$ cat src/rtl/div_seq_controller_pkg.sv
// Shared definitions for the 10-bit restoring divider: state codes, iteration
// default and datapath widths used by the controller and the datapath.
package div_seq_controller_pkg;

  localparam int ITERATIONS_DEFAULT = 10;
  localparam int QUOT_W             = 10;
  localparam int REM_W              = 11;
  localparam int CNT_W              = 4;

  typedef enum logic [2:0] {
    ST_IDLE  = 3'd0,
    ST_INIT  = 3'd1,
    ST_SHIFT = 3'd2,
    ST_TEST  = 3'd3,
    ST_DONE  = 3'd4
  } state_t;

endpackage

$ cat src/rtl/div_seq_controller.sv
// Sequencer for the restoring divider: INIT, ITERATIONS x (SHIFT, TEST), DONE -> 2*ITERATIONS+2 cycles.
// No backpressure: start is sampled only in IDLE; requests while busy are dropped, not queued.
module div_seq_controller
  import div_seq_controller_pkg::*;
#(
  parameter int               ITERATIONS = ITERATIONS_DEFAULT,
  parameter logic [CNT_W-1:0] CNT_INIT   = CNT_W'(16 - ITERATIONS)
) (
  input  logic             clock,
  input  logic             reset,
  input  logic             start,
  input  logic             divisor_zero,
  input  logic             rem_lt,
  input  logic             cnt_carry,
  output logic             busy,
  output logic             done,
  output logic             dz_error,
  output logic             ld_operands,
  output logic             ld_rem,
  output logic             rem_sel,
  output logic             shift_q,
  output logic             set_q0,
  output logic             cnt_load,
  output logic             cnt_en,
  output logic [CNT_W-1:0] cnt_init
);

  state_t state;

  assign cnt_init = CNT_INIT;

  // busy/done/dz_error are registered next to the state so they carry no glitches
  always_ff @(posedge clock) begin
    if (reset) begin
      state    <= ST_IDLE;
      busy     <= 1'b0;
      done     <= 1'b0;
      dz_error <= 1'b0;
    end else begin
      case (state)
        ST_IDLE: begin
          if (start) begin
            state    <= ST_INIT;
            busy     <= 1'b1;
            dz_error <= 1'b0;
          end
        end
        ST_INIT: begin
          if (divisor_zero) begin
            state    <= ST_DONE;
            done     <= 1'b1;
            dz_error <= 1'b1;
          end else begin
            state <= ST_SHIFT;
          end
        end
        ST_SHIFT: begin
          state <= ST_TEST;
        end
        ST_TEST: begin
          // carry reflects the count before this cycle's increment
          if (cnt_carry) begin
            state <= ST_DONE;
            done  <= 1'b1;
          end else begin
            state <= ST_SHIFT;
          end
        end
        ST_DONE: begin
          state <= ST_IDLE;
          busy  <= 1'b0;
          done  <= 1'b0;
        end
        default: begin
          state <= ST_IDLE;
          busy  <= 1'b0;
          done  <= 1'b0;
        end
      endcase
    end
  end

  always_comb begin
    ld_operands = 1'b0;
    ld_rem      = 1'b0;
    rem_sel     = 1'b0;
    shift_q     = 1'b0;
    set_q0      = 1'b0;
    cnt_load    = 1'b0;
    cnt_en      = 1'b0;
    case (state)
      ST_INIT: begin
        ld_operands = 1'b1;
        cnt_load    = 1'b1;
      end
      ST_SHIFT: begin
        ld_rem  = 1'b1;
        shift_q = 1'b1;
      end
      ST_TEST: begin
        cnt_en = 1'b1;
        // restore by simply not loading when the trial subtraction would go negative
        if (!rem_lt) begin
          ld_rem  = 1'b1;
          rem_sel = 1'b1;
          set_q0  = 1'b1;
        end
      end
      default: ;
    endcase
  end

endmodule

$ cat config.mk
export PLATFORM = sky130hd
export DESIGN_NAME = div_seq_controller
export DESIGN_NICKNAME = d
export VERILOG_FILES = /design/src/rtl/div_seq_controller_pkg.sv /design/src/rtl/div_seq_controller.sv
export SDC_FILE = /design/constraint.sdc
export NUM_CORES = 1
export LEC_CHECK = 0
export CORE_AREA = 4 4 41 43
export DETAILED_ROUTE_END_ITERATION = 6
export DIE_AREA = 0 0 45 47
export MAX_ROUTING_LAYER = met4
export PLACE_DENSITY_LB_ADDON = 0.2
export SLEW_MARGIN = 20
export SYNTH_ARGS = -nofsm -noshare
export SYNTH_HDL_FRONTEND = slang
export SYNTH_SLANG_ARGS = --single-unit
$ cat constraint.sdc
create_clock -name clock -period 1.4 [get_ports clock]
set_clock_uncertainty 0.05 [all_clocks]
set_input_delay 0.28 -clock clock [delete_from_list [all_inputs] [get_ports clock]]
set_output_delay 0.28 -clock clock [all_outputs]
set_load 0.005 [all_outputs]
==> results of run 1 <==
## sequential cells by signal (all words and copies together), names as in the netlist
| signal | count |
|---|---|
| busy | 1 |
| state | 3 |
| dz_error | 1 |
| done | 1 |
## path summary, 6_finish.rpt
kind | endpoint | slack (ps) | cells after the start
setup / recovery | rem_sel | -30 | 4
hold / removal | done | 410 | 1
setup reg to reg | dz_error | -20 | 4
hold reg to reg | done | 410 | 1
## final cells by class
| class | count | area [um^2] |
|---|---|---|
| fill | 140 | 717 |
| timing repair buffer | 27 | 213 |
| multi-input combinational | 26 | 200 |
| sequential | 6 | 126 |
| clock buffer | 3 | 22.5 |
| tap | 15 | 18.8 |
| inverter | 1 | 3.75 |
## cell families after synthesis
kind of cell | after synthesis | share of synthesized area
AND/OR/NAND/NOR | 15 | 0.273
buffers and inverters | 9 | 0.183
AO/OA/AOI/OAI | 6 | 0.147
flip-flops | 6 | 0.345
other | 2 | 0.0216
multiplexers | 1 | 0.0288
## power groups by stage
stage | registers (W) | clock network, W | logic (W)
after floorplan | 0.000191 | 0 | 0.0000559
after CTS | 0.000187 | 0.000163 | 0.000117
after global routing | 0.000189 | 0.000177 | 0.000129
final | 0.000187 | 0.000155 | 0.000117
after detailed placement | 0.000193 | 0 | 0.000106
after global placement | 0.000193 | 0 | 0.000107
## per-layer routing
metal | up-vias | GRT usage
li1 | 173 | -
met1 | 156 | 0.105
met2 | 13 | 0.150
met3 | 2 | 0.0230
met4 | 0 | 0.0877
met5 | - | -
## worst max-delay path, stage by stage (launching register included)
cell,delay [ps]
dfxtp_4,340
and3b_1,170
buf_4,130
nor2b_4,110
buf_2,120
## placed cells by master (no fill, tap or decap), drive strengths merged, types with 2 or more instances in the layout
| cell type | n |
|---|---|
| o21a | 2 |
| conb | 4 |
| nor2 | 5 |
| clkdlybuf4s50 | 5 |
| dfxtp | 6 |
| dlygate4sd2 | 3 |
| nor3b | 3 |
| or3b | 2 |
| buf | 16 |
| clkbuf | 6 |
## what timing repair did
item | in CTS | in global routing
resized for setup | 34 | 7
setup endpoints to repair | 11 | 8
setup buffers | 4 | 0
hold buffers | 0 | 0
endpoints found under the hold margin | 0 | 0
gates cloned | 0 | 0
pin swaps | 3 | 0
## through the flow
stage / hold slack (ps) / std cells
after floorplan: 299 / 41
after global placement: 404 / 71
after detailed placement: 406 / 71
after CTS: 419 / 78
after global routing: 435 / 78
final: 407 / 78
==> qor.txt, run 1 <==
Outcome: finished, violations left
Failing checks: negative setup slack
Gr usage total: 0.0980
First-pass GRT wire length: 1.41 mm
FF-to-FF Start: state[1]
CTS buffer count: 3
Via count: 344
CTS tree: done
Clk pwr share: 0.338
Hold Crit Class: flip-flop to flip-flop
Met3 WL: 71 um
Clock latency on the worst-skew pair: 240 ps
Clock tree root driver cell: clkbuf_4
Crit-path max FO: 2
WL per Instance: 10.7 um
Synthesized area: 348 um^2
M1 WL: 337 um
Top-area cell type share of the netlist area: 0.345
Count of cell types in the netlist: 20
Async set-or-reset flop fraction in the synthesized netlist: 0
Post-Synthesis Cells: 39
Initial antenna violation count: 0
Sw frac: 0.241
Vias in the first global route: 348
Synth Register Bits: 6
Critical path type: flip-flop to primary output
CP startpoint: state[1]
Post-synthesis sequential area ratio: 0.345
1st-iter DRT viols: 1
Vias per cell: 4.41
Worst-path clk slew: 40 ps
Final HPWL DP: 589 um
CTS sink count: 6
Chip height: 47 um
Die ar.: 2120 um^2
Leak: 0.275 nW
Number of max-cap violations: 0
WP data required: 1070 ps
Place WS: -297 ps
Sequential Power Share: 0.408
Layout cells sized above 1: 0.476
FMAX: 700 MHz
Main synth FF type: dfxtp_1
DR DRC count: 0
Routed WL: 835 um
Met2 wire length: 413 um
Final ANT Viol Nets: 0
Layout area overhead: 68.0%
CP Launch Type: flip-flop
Layout Utilization: 0.449
Worst EP arrival: 1100 ps
Comb pwr share: 0.254
Synth top area cells: dfxtp_1 35%, buf_4 13%, nor3b_1 6.5%
Switching Power: 0.000111 W
Top Layer Used: met4
Tcrit/Tclk final: 1.02
I/O Pins: 20
Largest net degree at the start of global routing: 8
Final #Nets: 71
Synth Warn #: 0
Dpl cell area: 524 um^2
Starting density of the core: 0.267
PD cells: 786 nW/um^2
Fin crit period: 1430 ps
Cell row count: 13
Post-synth EDFFs: 0
Top cells by instance count after synthesis: 6 x buf_4, 6 x dfxtp_1, 5 x nor2_1
Core Region: 1300 um^2
Worst IR Drop VDD: 0.507 mV
Setup TNS: -79.8 ps
Endpoints failing setup: 3
First-pass DRT Iterations: 2
Worst Setup Slack, final: -29.1 ps
CTS max path bufs: 2
Die Span X: 45 um
Gr ovfl total: 0
Syn Area/Cell: 8.92 um^2
Int Power: 0.000349 W
Synth area leader: dfxtp_1
Antenna diode count: 0
Final Hold Fails: 0
Crit path capture type: primary output
Tot Pwr: 0.000459 W
Finished Cell Area: 584 um^2
Routability cong.: 0.764
Min-delay src: done
H-tree Lvls: 1
I/O Buffers: 15
Max Slew Vio Count: 0
RSZ-0062 raised after global routing: true
No activity file was read; power rests on OpenSTA's default activity.
==> run 2, diff against run 1 <==
CAP_MARGIN = 20   (was not set)
SLEW_MARGIN = 40   (was 20)
==> results of run 2 <==
Final layout, timing and power as in run 1 (identical DEF).
==> run 3, diff against run 2 <==
CORE_AREA = 2 2 39 41   (was 4 4 41 43)
DIE_AREA = 0 0 41 43   (was 0 0 45 47)
==> run 3 against run 2 <==
The flow still finishes with violations (negative setup slack). Critical path depth did not move. Sequential power barely moved. Critical endpoint unchanged. Count of clock-buffer cells in the layout did not move. Via count fell by 6.4%. Largest power group unchanged. Worst setup slack got worse by 32 ps. Combinational power fell by 15%. Die area fell by 17%. Highest routed layer is now met3. Global-route usage rose by 0.20 points. Worst hold slack improved by 1.5 ps. Flip-flop and latch count did not move.
==> qor.txt, run 3 (synthesis results as in run 1) <==
Setup TNS: -121 ps
Vias per cell: 4.35
Crit path capture type: primary output
First-pass GRT wire length: 1.15 mm
Max Slew Vio Count: 0
Crit-path max FO: 4
H-tree Lvls: 1
I/O Buffers: 15
Worst Setup Slack, final: -61.0 ps
FILL cells: 152
Number of max-cap violations: 0
Hold Crit Class: flip-flop to flip-flop
Clock tree root driver cell: clkbuf_4
Routability cong.: 0.662
Worst-path clk slew: 40 ps
Endpoints failing setup: 2
Layout area overhead: 55.8%
Via count: 322
Antenna diode count: 0
WL per Instance: 9.09 um
RSZ-0062 raised after global routing: true
Fin crit period: 1460 ps
Max reg flops: 3
I/O Pins: 20
Final HPWL DP: 518 um
Gr ovfl total: 0
Outcome: finished, violations left
DR DRC count: 0
Worst Hold Depth: 1
CTS sink count: 6
Area of the multi-input gates: 199 um^2
Clock latency on the worst-skew pair: 250 ps
Chip height: 43 um
Routed WL: 673 um
Die Span X: 41 um
Core Region: 1380 um^2
1st-iter DRT viols: 2
Vias in the first global route: 300
CTS max path bufs: 2
Worst-Margin Slew: 506 ps
Starting density of the core: 0.251
WP data required: 1070 ps
Slew headroom: 0.658
Sequential Area: 123 um^2
Layout Utilization: 0.392
Critical path type: flip-flop to primary output
Cell row count: 14
CTS buffer count: 3
Worst IR Drop VDD: 0.454 mV
Gr usage total: 0.100
Largest Register: state
Worst EP arrival: 1130 ps
PD cells: 831 nW/um^2
Reg2reg path depth: 3
Leak: 0.254 nW
Failing checks: negative setup slack
Initial antenna violation count: 0
First-pass DRT Iterations: 2
Final ANT Viol Nets: 0
Final #Nets: 66
Tcrit/Tclk final: 1.04
Layout cells sized above 1: 0.345
Commonest cells after routing, fill and taps aside: 7 x dlygate4sd2_1, 7 x buf_4, 5 x nor2_1
Final Hold Fails: 0
Place WS: -297 ps
Hold_buf cts: 0
Largest net degree at the start of global routing: 10
CTS tree: done
CP Launch Type: flip-flop
Die ar.: 1760 um^2
FMAX: 684 MHz
run 3: timing repair:
action	CTS	global route
endpoints found under the setup margin	10	6
gates resized for setup	23	5
setup buffers	1	0
run 3: metrics by stage:
| step | cell area, um^2 | hold WS, ps | power (W) | std cells |
|---|---|---|---|---|
| finish | 542 | 408 | 0.000450 | 74 |
| global route | 542 | 435 | 0.000479 | 74 |
| CTS | 536 | 417 | 0.000454 | 74 |
| detailed placement | 510 | 405 | 0.000294 | 70 |
| global placement | 510 | 403 | 0.000295 | 70 |
| floorplan | 357 | 299 | 0.000247 | 41 |
run 3: path summary, 6_finish.rpt:
path,from,to,slack [ps]
hold / removal,busy,busy,410
setup reg to reg,state[1],dz_error,60
hold reg to reg,busy,busy,410
setup / recovery,state[2],rem_sel,-60
run 3: worst max-delay path, stage by stage (launching register included):
cell and delay (ps):
dfxtp_2 340, and3b_1 190, buf_4 130, nor2b_4 110
buf_2 120
run 3: layout make-up:
class	instances	area share
clock buffer	3	0.0416
inverter	1	0.00693
multi-input combinational	26	0.367
sequential	6	0.226
tap	16	0.0370
timing repair buffer	22	0.321
run 3: layer usage:
metal / vias to the layer above / part of all wire / wire [um] / track usage
met5: - / 0 / 0 / -
met4: 0 / 0 / 0 / 0.0400
met3: 0 / 0.13 / 86 / 0.0471
met2: 18 / 0.44 / 298 / 0.141
met1: 142 / 0.43 / 288 / 0.120
li1: 162 / - / - / -
run 3: power breakdown:
| part | switching (W) | internal (W) | total (W) | leakage (nW) |
|---|---|---|---|---|
| Combinational | 0.0000426 | 0.0000574 | 0.0000999 | 0.190 |
| Sequential | 0.00000635 | 0.000183 | 0.000189 | 0.0501 |
| Clock | 0.0000645 | 0.0000971 | 0.000162 | 0.0138 |
